[src/rtl/noise_gate.sv]
// Per-sample audio noise gate: peak envelope follower driving a hysteretic
// open/close gain ramp with a hold time. Two-cycle sample latency.
module noise_gate #(
    parameter int unsigned DATA_WIDTH   = 24,
    parameter int unsigned THRESHOLD    = 300,
    parameter int unsigned HYSTERESIS   = 64,
    parameter int unsigned HOLD_SAMPLES = 2400,
    parameter int unsigned DECAY_SHIFT  = 6,
    parameter int unsigned ATTACK_STEP  = 32,
    parameter int unsigned RELEASE_STEP = 1
) (
    input  logic                  clk_i,
    input  logic                  srst_n_i,
    input  logic                  en_i,
    input  logic                  sample_valid_i,
    input  logic [DATA_WIDTH-1:0] sample_i,
    output logic                  sample_valid_o,
    output logic [DATA_WIDTH-1:0] sample_o,
    output logic                  gate_open_o,
    output logic [DATA_WIDTH-2:0] env_o
);

    localparam int unsigned DW = DATA_WIDTH;
    localparam int unsigned EW = DATA_WIDTH - 1;
    localparam int unsigned GW = 9;
    localparam int unsigned PW = DATA_WIDTH + 10;
    localparam int unsigned HW = (HOLD_SAMPLES > 1) ? $clog2(HOLD_SAMPLES) : 1;

    localparam logic [EW-1:0] OPEN_TH  = EW'(THRESHOLD);
    localparam logic [EW-1:0] CLOSE_TH = EW'(THRESHOLD - HYSTERESIS);
    localparam logic [HW-1:0] HOLD_INIT = HW'(HOLD_SAMPLES - 1);
    localparam logic [GW-1:0] GAIN_UNITY = 9'd256;
    // Steps at or above unity are clamped so a single update reaches the limit
    localparam logic [GW:0]   ATK_STEP = (ATTACK_STEP >= 256) ? 10'd256 : 10'(ATTACK_STEP);
    localparam logic [GW-1:0] REL_STEP = (RELEASE_STEP >= 256) ? 9'd256 : 9'(RELEASE_STEP);

    typedef enum logic [2:0] {
        ST_CLOSED,
        ST_ATTACK,
        ST_OPEN,
        ST_HOLD,
        ST_RELEASE
    } state_t;

    state_t                state_q, state_d;
    logic [GW-1:0]         gain_q, gain_d;
    logic [HW-1:0]         hold_q, hold_d;
    logic [EW-1:0]         env_q;
    logic                  gate_open_c;

    logic [EW-1:0]         abs_c;
    logic [EW-1:0]         env_dec_c;
    logic [EW-1:0]         env_nxt_c;
    logic [GW:0]           gain_sum_c;
    logic [GW-1:0]         gain_up_c;
    logic [GW-1:0]         gain_dn_c;

    logic signed [DW-1:0]  sample_d;
    logic                  valid_d;
    logic signed [PW-1:0]  samp_ext_c;
    logic signed [PW-1:0]  gain_ext_c;
    logic signed [PW-1:0]  prod_c;
    logic                  prod_unused_c;

    assign env_o = env_q;

    // Saturated magnitude and peak envelope with exponential decay
    always_comb begin
        abs_c = '0;
        if (sample_i[DW-1]) begin
            if (sample_i[EW-1:0] == '0) begin
                abs_c = '1;
            end else begin
                abs_c = EW'(-sample_i);
            end
        end else begin
            abs_c = sample_i[EW-1:0];
        end
        env_dec_c = env_q - (env_q >> DECAY_SHIFT);
        env_nxt_c = (abs_c > env_dec_c) ? abs_c : env_dec_c;
    end

    // Saturating gain ramp candidates
    always_comb begin
        gain_sum_c = {1'b0, gain_q} + ATK_STEP;
        gain_up_c  = (gain_sum_c >= {1'b0, GAIN_UNITY}) ? GAIN_UNITY : gain_sum_c[GW-1:0];
        gain_dn_c  = (gain_q <= REL_STEP) ? '0 : gain_q - REL_STEP;
    end

    // Next-state, gain and hold counter; env is the pre-edge value (one-sample lag)
    always_comb begin
        state_d = state_q;
        gain_d  = gain_q;
        hold_d  = hold_q;
        if (!en_i) begin
            state_d = ST_OPEN;
            gain_d  = GAIN_UNITY;
            hold_d  = '0;
        end else begin
            case (state_q)
                ST_CLOSED: begin
                    if (env_q >= OPEN_TH) begin
                        state_d = ST_ATTACK;
                        gain_d  = gain_up_c;
                    end
                end
                ST_ATTACK: begin
                    gain_d = gain_up_c;
                    if (gain_up_c == GAIN_UNITY) begin
                        state_d = ST_OPEN;
                    end
                end
                ST_OPEN: begin
                    if (env_q < CLOSE_TH) begin
                        state_d = ST_HOLD;
                        hold_d  = HOLD_INIT;
                    end
                end
                ST_HOLD: begin
                    if (env_q >= OPEN_TH) begin
                        state_d = ST_OPEN;
                    end else if (hold_q == '0) begin
                        state_d = ST_RELEASE;
                        gain_d  = gain_dn_c;
                    end else begin
                        hold_d = hold_q - HW'(1);
                    end
                end
                ST_RELEASE: begin
                    if (env_q >= OPEN_TH) begin
                        state_d = ST_ATTACK;
                        gain_d  = gain_up_c;
                    end else begin
                        gain_d = gain_dn_c;
                        if (gain_dn_c == '0) begin
                            state_d = ST_CLOSED;
                        end
                    end
                end
                default: begin
                    state_d = ST_CLOSED;
                    gain_d  = '0;
                    hold_d  = '0;
                end
            endcase
        end
        gate_open_c = (state_d == ST_ATTACK) || (state_d == ST_OPEN) || (state_d == ST_HOLD);
    end

    // Control state register, advanced once per input sample
    always_ff @(posedge clk_i) begin
        if (!srst_n_i) begin
            state_q     <= ST_CLOSED;
            gain_q      <= '0;
            hold_q      <= '0;
            env_q       <= '0;
            gate_open_o <= 1'b0;
        end else if (sample_valid_i) begin
            state_q     <= state_d;
            gain_q      <= gain_d;
            hold_q      <= hold_d;
            env_q       <= env_nxt_c;
            gate_open_o <= gate_open_c;
        end
    end

    // Gain multiply: Q8 gain, arithmetic shift keeps only the integer part
    always_comb begin
        samp_ext_c    = PW'(sample_d);
        gain_ext_c    = PW'({1'b0, gain_q});
        prod_c        = samp_ext_c * gain_ext_c;
        prod_unused_c = ^{prod_c[PW-1:DW+8], prod_c[7:0]};
    end

    // Two-stage sample pipeline: capture on the strobe, scale on the next edge
    always_ff @(posedge clk_i) begin
        if (!srst_n_i) begin
            sample_d       <= '0;
            valid_d        <= 1'b0;
            sample_valid_o <= 1'b0;
            sample_o       <= '0;
        end else begin
            valid_d        <= sample_valid_i;
            sample_valid_o <= valid_d;
            if (sample_valid_i) begin
                sample_d <= sample_i;
            end
            if (valid_d) begin
                sample_o <= prod_c[DW+7:8];
            end
        end
    end

endmodule

[config.mk]
export PLATFORM = sky130hd
export DESIGN_NAME = noise_gate
export DESIGN_NICKNAME = d
export VERILOG_FILES = /design/src/rtl/noise_gate.sv
export SDC_FILE = /design/constraint.sdc
export NUM_CORES = 1
export LEC_CHECK = 0
export BUFFER_PORTS_ARGS = -buffer_cell sky130_fd_sc_hd__buf_2
export CAP_MARGIN = 20
export CORE_MARGIN = 2
export CORE_UTILIZATION = 40
export CTS_CLUSTER_SIZE = 40
export DETAILED_ROUTE_END_ITERATION = 16
export SLEW_MARGIN = 20
export SYNTH_ARGS = -nofsm -noshare
export SYNTH_HDL_FRONTEND = slang
export SYNTH_SLANG_ARGS = --single-unit
[constraint.sdc]
create_clock -name clk_i -period 10.7 [get_ports clk_i]
set_input_delay 0.535 -clock clk_i [delete_from_list [all_inputs] [get_ports clk_i]]
set_output_delay 0.535 -clock clk_i [all_outputs]
set_load 0.005 [all_outputs]
# After elaboration in Yosys (flattened, before gate mapping)
# Cells that the tools add are included.
[op_classes]
bitwise = 0
mul = 1
n_mux = 25
n_div = 0
shift = 0
n_eq_ne = 15
magnitude_cmp = 5
n_reduce_logical = 9
add_sub_neg = 5
[ops]
columns = ["cell", "n"]
rows = [
  ["23-bit 2-to-1 mux", 3],
  ["9-bit 2-to-1 mux", 7],
  ["12-bit 2-to-1 mux", 4],
  ["9-bit one-hot mux with 5 select lines", 1],
  ["12-bit one-hot mux with 3 select lines", 1],
  ["24-bit by 10-bit multiplier with 32-bit output", 1],
  ["3-bit 2-to-1 mux", 8],
  ["23-bit by 9-bit >= comparator with 1-bit output (second input constant)", 1],
  ["23-bit greater-than comparator", 1],
  ["23-bit zero test", 1],
  ["23-bit by 8-bit < comparator with 1-bit output (second input constant)", 1],
  ["23-bit negator", 1],
  ["23-bit by 17-bit subtractor with 23-bit output", 1],
  ["3-bit inequality test (second input constant)", 5],
  ["3-bit one-hot mux with 5 select lines", 1],
  ["3-bit by 2-bit equality test with 1-bit output (second input constant)", 4],
  ["12-bit zero test", 1],
  ["12-bit by 1-bit subtractor with 12-bit output (second input constant)", 1],
  ["9-bit by 6-bit adder with 10-bit output (second input constant)", 1],
  ["10-bit by 9-bit >= comparator with 1-bit output (second input constant)", 1],
  ["5-bit AND reduction", 2],
  ["9-bit equality test (second input constant)", 1],
  ["9-bit by 1-bit <= comparator with 1-bit output (second input constant)", 1],
  ["9-bit zero test", 1],
  ["other kinds (7)", 10],
]
[totals]
output_inout_bits = 49
memories = 0
elab_cells = 69
reg_bits = 98
inputBits = 28
rom_bits = 0
ram_bits = 0
latch_bits = 0

# Depth between registers and ports, before layout
# Gate-level depths: netlist of the first run.
[logic_depth]
depth_word = 10
mapped_depth = 23
depth_no_buf = 20

# Least setup slack after synthesis of the first run
# OpenSTA, ideal clock, no wires.
[synth_path]
path_kind = "reg2reg"
from = "reg gain_q[3]"
to = "reg sample_o[19]"
arrival_time_ns = 5.523
stages_incl_launch_ff = 21
n_path_buf = 2
setup_slack_ns = 5.055
t_required_ns = 10.578
path_cell_list = "dfxtp_1 clkbuf_1 clkbuf_1 nand2_1 fa_1 inv_1 fa_1 fa_1 fa_1 inv_1 fa_1 inv_1 ha_1 a21oi_1 o21a_1 o21ai_0 a221o_1 o211ai_1 a21oi_1 and4_1 a311o_1"
[synth_via]
elab_chain_len = 1
[synth_rtl]
columns = ["item", "line_no", "source"]
rows = [
  ["from (decl)", "46", "logic [GW-1:0] gain_q, gain_d;"],
  ["from (signal assigned)", "160", "gain_q <= gain_d;"],
  ["24-bit by 10-bit multiplier with 32-bit output", "171", "prod_c = samp_ext_c * gain_ext_c;"],
  ["to (signal assigned)", "189", "sample_o <= prod_c[DW+7:8];"],
  ["to (decl)", "18", "output logic [DATA_WIDTH-1:0] sample_o,"],
]
# Every way passes these cells.
# A chain may end at the register's enable or synchronous reset.

# Final worst setup path of the first run
[layout_path]
from = "reg gain_q[3]"
to = "reg sample_o[8]"
# The elaborated chain is that of the path after synthesis.

==> results of run 1 <==
-- cell usage after synthesis (all sizes together), types with 18 or more instances --
master / instances / area share
a211oi: 18 / 0.010
a21oi: 77 / 0.028
a31oi: 20 / 0.0091
and2: 127 / 0.058
buf: 20 / 0.0073
clkbuf: 75 / 0.020
dfxtp: 98 / 0.14
fa: 171 / 0.25
ha: 112 / 0.10
inv: 229 / 0.062
mux2i: 33 / 0.024
nand2: 159 / 0.043
nand3: 50 / 0.018
nor2: 103 / 0.028
nor3: 29 / 0.011
o21ai: 103 / 0.038
or3: 20 / 0.0094
xnor2: 23 / 0.015
-- stage by stage --
stage | worst slack (ns) | instance area, µm²
finish | 4.53 | 14700
global placement | 4.64 | 14400
floorplan | 5.05 | 13800
CTS | 4.55 | 14700
detailed placement | 4.58 | 14400
global route | 4.07 | 14700
-- worst min-delay path, cell delays in order, from the launching register on --
cell and delay, ns:
dfxtp_1 0.33, nand2_1 0.05, o41ai_1 0.05
-- flip-flops by register name, indices dropped and copies added (netlist names) --
signal,cells
env_o,23
gain_q,9
gate_open_o,1
hold_q,12
sample_d,24
sample_o,24
sample_valid_o,1
state_q,3
valid_d,1
-- cell type report --
class | count | area (µm²) | area share
multi-input cells | 1267 | 10600 | 0.720
clock inverters | 6 | 57.6 | 0.00390
flip-flops and latches | 98 | 1960 | 0.133
inverters | 230 | 863 | 0.0586
well taps | 455 | 569 | 0.0386
diodes | 4 | 10.0 | 0.000679
clock buffers | 10 | 229 | 0.0155
repair buffers | 84 | 440 | 0.0299
-- report_power, final --
group	switching, mW	internal, mW
clock network	0.183	0.165
logic	0.972	0.672
registers	0.0907	0.419
-- routing by layer --
| metal | GRT usage | vias up | share of wire |
|---|---|---|---|
| met2 | 0.345 | 257 | 0.46 |
| li1 | - | 5652 | - |
| met4 | 0.0605 | 2 | 0.019 |
| met5 | 0 | - | 0.00035 |
| met1 | 0.291 | 5694 | 0.47 |
| met3 | 0.0317 | 45 | 0.046 |
-- final timing paths --
kind	start	end	slack (ns)	depth (start not counted)
worst max-delay path	gain_q[3]	sample_o[8]	4.53	19
worst min-delay path	sample_o[14]	sample_o[14]	0.45	2
worst max register to register	gain_q[3]	sample_o[8]	4.53	19
worst min register to register	sample_o[14]	sample_o[14]	0.45	2
-- kinds of logic after synthesis --
group                      after synthesis
and+or+nand+nor                        576
AOI/OAI and AO/OA                      336
buffers and inverters                  325
adders and majority gates              283
DFF                                     98
xor gates and xnor gates                39
muxes                                   33
==> metrics.txt, run 1 <==
initial core utilization 0.403; CP arrival 6.43 ns; Worst VDD drop between 0.2 and 0.3 mV; largest family of logic cells by synthesized area adder cells; Min Clock Period, post-route 6.17 ns; vias in the first global route 11611; wire length per cell 17.3 µm; antenna viol nets, final 0; htree depth 3; slowest CP cell dfxtp_1; Total Wirelength 37300 µm; DPL Wire Length around 29000 µm; worst endpoint required time between 10 and 15 ns; layout cells sized above 1 0.0737; Synth Area in XOR/XNOR 0.0247; final setup violation count 0; Cell Rows 68; Clk pin slew, worst setup/hold paths 0.09 ns; total of max-cap violations 0; drt pass-1 iters 7; DRC 0; GR Util All Layers 0.212; worst hold path class reg2reg; Post-synth EDFFs 0; grt ovf 0; Avg Synthesized Cell Area just over 8 µm²; Synth Area in Simple Gates 0.214; crit share post-route 0.577; pin count of the biggest net entering global routing 73; Pins Over Slew Limit 0; die width 190 µm; Leakage 7.13 nW; Post-Place Cells between 2000 and 2500; Final Hold Viols 0; CTS tree yes; die area 36000 µm²; Mapped Area between 10000 and 15000 µm²; Sink Count 98; via count 11650; crit path buf inv count 5; Setup TNS 0 ns; Ports 77; first-pass GRT wire length a little over 60000 µm; most common cell after layout, fill and taps aside inv_1; Post-Synthesis Cells approximately 1700; Core Region around 34000 µm²; Crit Path Max Fanout 30; Layout Cells excl Fill 2154; post-cts repair resize count 0; Pwr Total 2.50 mW; Post CTS Setup Buffer Count 0; adder-cell share of the synthesized area 0.349; total of fill cells in the finished design ~3400; fmax ~160 MHz; status completed; P&R area growth vs syn 6.69%; final core utilization 0.430; crit start category flip-flop; final hold slack 0.455 ns; CTS buffer count 9; most frequent cells in the layout inv_1, fa_1, nand2_1; Slew HR 0.308; #FFs+latches synth 98; global placement routability congestion 0.901; initial DRC count 739; Netlist cell types 76; Synth Area in Compound Gates 0.156; Die Ht 190 µm; crit-path max cell delay 1.01 ns; cts hold-fix bufs 0; PortBufs 76; root buffer cell clkbuf_16; WS Path Type reg2reg; antenna violations before repair 5; RSZ-0062 raised after global routing no; Crit. End Element flip-flop; ordered cell list for the critical path nand2_1 > fa_1 > inv_1 > fa_1 > inv_1 > fa_1 > inv_1 > fa_1 > inv_1 > fa_1 > inv_1 > ha_1 > and4_1 > o31a_1 > or3_1 > a21oi_1 > o221ai_1 > mux2i_1 > nand3_1; CP delay by family, top adder cells; top_reg_cell synth dfxtp_1; yosys warns 0; Seq/Total Area, Yosys 0.142; clk_lat worst skew between 0.3 and 0.4 ns; asr flop ratio synth 0; Slew @ Worst Pin between 1 and 1.5 ns; Max clock buf depth 2; Fin Clk Skew 0.0132 ns; multiplexer area fraction after synthesis 0.0239; Nets 2001; syn nets roughly 2000; Avg Vias per Cell 5.41; Cell Pwr Density 170 nW/µm²
(Power assumes the default switching activity.)
==> run 2: changes to the inputs <==
==> constraint.sdc (replaced) <==
create_clock -name clk_i -period 5.1 [get_ports clk_i]
set_input_delay 0.255 -clock clk_i [delete_from_list [all_inputs] [get_ports clk_i]]
set_output_delay 0.255 -clock clk_i [all_outputs]
set_load 0.005 [all_outputs]
==> run 2 against run 1 <==
  * The run now ends with setup timing left
  * Largest power group unchanged
  * Global-route usage up 1.8 points
  * Critical endpoint is now sample_o[20]
  * Clock-buffer cell count down 1
  * Combinational power is 130% higher
==> metrics.txt, run 2 (synthesized netlist as in run 1, its figures left out) <==
Routed met3 length 1730 µm (+0.47%); crit start category flip-flop; M1 WL 18800 µm (+7.2%); antenna viol nets, final 0 (unchanged); Cell Rows 68 (unchanged); CP arrival 5.54 ns (-0.89 ns); Max clock buf depth 2 (unchanged); pre-CTS WS -0.396 ns (-4.97 ns); ant diodes 0 (-4); crit share post-route 1.03 (+0.456); pin count of the biggest net entering global routing 63 (-14%); PortBufs 76 (unchanged); drt pass-1 iters 6 (-1); Slew HR 0.294 (-0.0144); Total Wirelength 40800 µm (+9.3%); clk_lat worst skew 0.37 ns (about the same); DPL Wire Length 31800 µm (+11%); antenna violations before repair 1 (-4); ordered cell list for the critical path buf_8 > nand2_1 > fa_1 > inv_1 > fa_1 > fa_1 > fa_1 > inv_1 > fa_1 > inv_1 > ha_4 > buf_4 > nand2_1 > nor3_2 > o211ai_1 > buf_4 > buf_4 > a211oi_4 > nor3_1 > o31ai_1; status complete, but fails checks; CTS tree yes; failing checks setup timing; GR Util All Layers 0.229 (+0.0176); Min Clock Period, post-route 5.27 ns (-0.907 ns); setup ws final -0.166 ns (-4.69 ns); die width 190 µm (unchanged); switch share 0.487 (-0.0107); fin area 16900 µm² (+15%); Placement Cell Area 15900 µm² (+9.9%); initial DRC count 725 (-1.9%); Die Ht 190 µm (unchanged); Net Sw Power 2.72 mW (+120%); most frequent cells in the layout inv_1, buf_4, fa_1; worst endpoint required time 5.38 ns (-5.57 ns); Crit. End Element flip-flop; global placement routability congestion 0.868 (-3.7%); Slew @ Worst Pin 1.06 ns (+0.0216 ns); CTS buffer count 9 (unchanged); Met2 Wirelength 19400 µm (+12%); Int Pwr 2.87 mW (+130%); final setup violation count 18 (+18); Cell Pwr Density 330 nW/µm² (+94%); Final Hold Viols 0 (unchanged); Avg Vias per Cell 5.30 (-2.1%); first-pass GRT wire length 66100 µm (+8.3%); fmax 190 MHz (+17%); Pins Over Slew Limit 0 (unchanged); P&R area growth vs syn 22.6%; Worst VDD drop 0.530 mV (+77%); wire length per cell 17.3 µm (about the same); crit-path max cell delay 0.54 ns (-0.47 ns); via count 12468 (+7.0%); grt ovf 0 (unchanged); htree depth 3 (unchanged); die area 36000 µm² (unchanged); Clk pwr share 0.127 (-0.012); Seq pwr share 0.185 (-0.019); RSZ-0062 raised after global routing yes; Sink Count 98 (unchanged); initial core utilization 0.403 (unchanged); most common cell after layout, fill and taps aside inv_1; Nets 2205 (+10%); Fin Clk Skew 0.0139 ns (+0.000708 ns); final core utilization 0.494 (+0.0643); root buffer cell clkbuf_16; Top Layer Used met4; Ports 77 (unchanged); CP most frequent cell fa_1; layout cells sized above 1 0.232 (+0.158); Clk pin slew, worst setup/hold paths 0.08 ns (about the same); Core Region 34300 µm² (unchanged); Leakage 8.32 nW (+17%); cts hold-fix bufs 0 (unchanged); slowest CP cell fa_1; vias in the first global route 12586 (+8.4%); worst hold path class in2reg; DRC 0 (unchanged); WS Path Type reg2reg; Crit Path Max Fanout 8 (-73%); total of max-cap violations 0 (unchanged); Comb pwr share 0.688 (+0.031)
==> run 2: cell types whose count changed in the layout (fill, tap and decap cells not counted), sizes merged <==
cell / before / now
clkinv: 2 / 4
buf: 84 / 288
clkinvlp: 0 / 1
clkbuf: 10 / 9
diode: 4 / 0
inv: 234 / 232
==> run 2: repair_timing <==
item,in CTS,in global routing
endpoints found under the setup margin,22,44
setup buffers,22,13
gates resized for setup,98,46
pin swaps,43,52
gates cloned,0,0
==> run 2: stage by stage <==
stage | TNS, ns | hold WS [ns] | power (mW) | std cells
3_3_place_gp | -2.80 | 0.446 | 4.70 | 2303
3_5_place_dp | -4.84 | 0.447 | 4.78 | 2303
6_report | -1.63 | 0.188 | 5.59 | 2354
5_1_grt | -5.52 | 0.183 | 6.13 | 2354
2_1_floorplan | -0.0108 | 0.402 | 3.69 | 1690
4_1_cts | -1.23 | 0.175 | 5.52 | 2341
==> run 2: metal layers <==
metal / global-route usage / vias up
li1: - / 6061
met1: 0.310 / 6028
met2: 0.387 / 324
met3: 0.0308 / 55
met4: 0.0587 / 0
met5: 0 / -
==> run 2: critical path, delay by kind of cell, from the launching register on <==
kind / cells / cell delay (ns)
and+or+nand+nor: 4 / 0.57
buffers and inverters: 7 / 0.74
AOI/OAI and AO/OA: 3 / 0.53
DFF: 1 / 0.44
adders and majority gates: 6 / 2.87
==> run 2: final cells by class <==
class                      instances  area (µm²)
clock buffer                       9         225
clock inverter                     7        61.3
fill                            3219       17300
inverter                         230         863
multi-input combinational       1267       11200
sequential                        98        2010
tap                              455         569
timing repair buffer             288        2060
==> run 2: power groups by stage <==
stage	clock, mW	combinational, mW	sequential (mW)
floorplan	0	2.69	0.998
global placement	0	3.65	1.05
detailed placement	0	3.73	1.05
CTS	0.721	3.77	1.03
global route	0.748	4.33	1.05
finish	0.708	3.85	1.03
==> run 2: final timing paths <==
kind           startpoint  cells after the start  slack [ns]           end
max reg2reg     gain_q[3]                     20       -0.17  sample_o[20]
max             gain_q[3]                     20       -0.17  sample_o[20]
min reg2reg  sample_o[20]                      2        0.45  sample_o[20]
min          sample_i[13]                      3        0.19  sample_d[13]
==> run 3: changes to the inputs <==
--- a/config.mk
+++ b/config.mk
@@ -11,6 +11,7 @@
 export CORE_UTILIZATION = 40
 export CTS_CLUSTER_SIZE = 40
 export DETAILED_ROUTE_END_ITERATION = 16
+export MAX_ROUTING_LAYER = met4
 export SLEW_MARGIN = 20
 export SYNTH_ARGS = -nofsm -noshare
 export SYNTH_HDL_FRONTEND = slang
==> run 3 against run 2 <==
  * The run still ends with setup timing left
  * Sequential cell count is the same
  * Global-route usage grew 0.45 points
  * Via count grew 0.43%
  * Clock-buffer cell count is the same
  * Combinational power is essentially flat
  * Critical endpoint is now sample_o[14]
  * Largest cell class unchanged
==> metrics.txt, run 3 (synthesized netlist as in run 1, its figures left out) <==
CP arrival 5.48 ns (-0.06 ns); antenna viol nets, final 0 (unchanged); Ports 77 (unchanged); wire length per cell 17.0 µm (-2.0%); die width 190 µm (unchanged); total of fill cells in the finished design 3278 (+1.8%); Avg Vias per Cell 5.32 (+0.38%); Slew HR 0.346 (+0.0526); clk_lat worst skew 0.38 ns (about the same); Pins Over Slew Limit 0 (unchanged); vias in the first global route 12596 (+0.079%); Fin Clk Skew 0.0149 ns (+0.00104 ns); Die Ht 190 µm (unchanged); crit start category flip-flop; worst endpoint required time 5.34 ns (-0.04 ns); Crit. End Element flip-flop; drt pass-1 iters 6 (unchanged); Crit Path Max Fanout 8 (unchanged); htree depth 3 (unchanged); CTS buffer count 9 (unchanged); status complete, but fails checks; antenna violations before repair 0 (-1); crit-path max cell delay 0.54 ns (about the same); WS Path Type reg2reg; initial core utilization 0.403 (unchanged); Total Wirelength 40000 µm (-1.9%); most common cell after layout, fill and taps aside inv_1; global placement routability congestion 0.879 (+1.3%); Final Hold Viols 0 (unchanged); total of max-cap violations 0 (unchanged); Core Region 34300 µm² (unchanged); CP most frequent cell fa_1; Clk pin slew, worst setup/hold paths 0.08 ns (about the same); Pwr Total 5.59 mW (about the same); worst hold path class in2reg; most frequent cells in the layout inv_1, buf_4, fa_1; DPL Wire Length 31300 µm (-1.5%); grt ovf 0 (unchanged); CP delay by family, top adder cells; die area 36000 µm² (unchanged); initial DRC count 747 (+3.0%); crit path buf inv count 2 (-5); footprint of the multi-input gates 11300 µm² (+1.0%); final setup violation count 12 (-6); Cell Rows 68 (unchanged); cts hold-fix bufs 0 (unchanged); Worst VDD drop 0.552 mV (+4.0%); GR Util All Layers 0.234 (+0.00446); slowest CP cell fa_1; ordered cell list for the critical path and2_1 > fa_1 > fa_1 > fa_1 > fa_1 > inv_2 > fa_1 > inv_1 > ha_2 > or2_4 > a221o_1 > or3_4 > nor2_4 > o21ai_4 > a21o_1 > a211oi_2 > o41ai_2; Cell Pwr Density 327 nW/µm² (-0.83%); Min Clock Period, post-route 5.24 ns (-0.0270 ns); CTS tree yes; ant diodes 0 (unchanged); Leakage 8.37 nW (+0.61%); P&R area growth vs syn 23.8%; first-pass GRT wire length 65100 µm (-1.5%); area occupied by registers 2010 µm² (+0.19%); DRC 0 (unchanged); Setup TNS -0.775 ns (+0.855 ns); layout cells sized above 1 0.244 (+0.0120); Slew @ Worst Pin 0.979 ns (-0.0788 ns); fmax 191 MHz (+0.52%); root buffer cell clkbuf_16; pre-CTS WS -0.432 ns (-0.0360 ns); failing checks setup timing; pin count of the biggest net entering global routing 62 (-1.6%); Sink Count 98 (unchanged); via count 12521 (+0.43%); RSZ-0062 raised after global routing yes; Nets 2206 (+0.045%); Max clock buf depth 2 (unchanged); setup ws final -0.139 ns (+0.0270 ns); crit share post-route 1.03 (-0.00529); final hold slack 0.159 ns (-0.0295 ns); PortBufs 76 (unchanged)
-- run 3: cell count changes in the layout (fill, tap and decap cells not counted), sizes merged --
cell | previous run | this run
inv | 232 | 233
buf | 288 | 289
clkinv | 4 | 3
-- run 3: layout make-up --
type	count	share of cell area
multi-input cells	1267	0.659
repair buffers	289	0.122
flip-flops and latches	98	0.118
inverters	230	0.0505
well taps	455	0.0333
clock buffers	9	0.0132
clock inverters	7	0.00395
-- run 3: path summary, 6_finish.rpt --
path	startpoint	to	slack, ns	cells past startpoint
worst max-delay path	sample_d[8]	sample_o[14]	-0.14	17
worst min-delay path	sample_i[13]	sample_d[13]	0.16	3
worst max register to register	sample_d[8]	sample_o[14]	-0.14	17
worst min register to register	sample_o[20]	sample_o[20]	0.47	2
-- run 3: repair_timing --
action | in CTS | in global routing
pin swaps | 54 | 71
setup endpoints to repair | 22 | 46
gates resized for setup | 87 | 97
setup buffers | 23 | 14
-- run 3: metal layers --
layer,wire (µm),global-route usage
met5,0,-
met4,816,0.0584
met3,1560,0.0234
met2,18800,0.379
met1,18800,0.314
-- run 3: power by group --
part | switching, mW | total [mW] | internal (mW)
Combinational | 2.19 | 3.84 | 1.65
Clock | 0.370 | 0.716 | 0.346
Sequential | 0.162 | 1.04 | 0.877
Total | 2.72 | 5.59 | 2.87
-- run 3: per-stage QoR --
| stage | utilization | cell area (µm²) | std cells |
|---|---|---|---|
| 3_3_place_gp | 0.463 | 15900 | 2303 |
| 3_5_place_dp | 0.463 | 15900 | 2303 |
| 2_1_floorplan | - | 14100 | 1690 |
| 5_1_grt | 0.499 | 17100 | 2355 |
| 6_report | 0.499 | 17100 | 2355 |
| 4_1_cts | 0.484 | 16600 | 2341 |
-- run 3: tightest hold or removal path: cells and delay by family --
kind	cells	cell delay (ns)
buffers and inverters	1	0.11
multiplexers	1	0.07
AND/OR/NAND/NOR	1	0.07
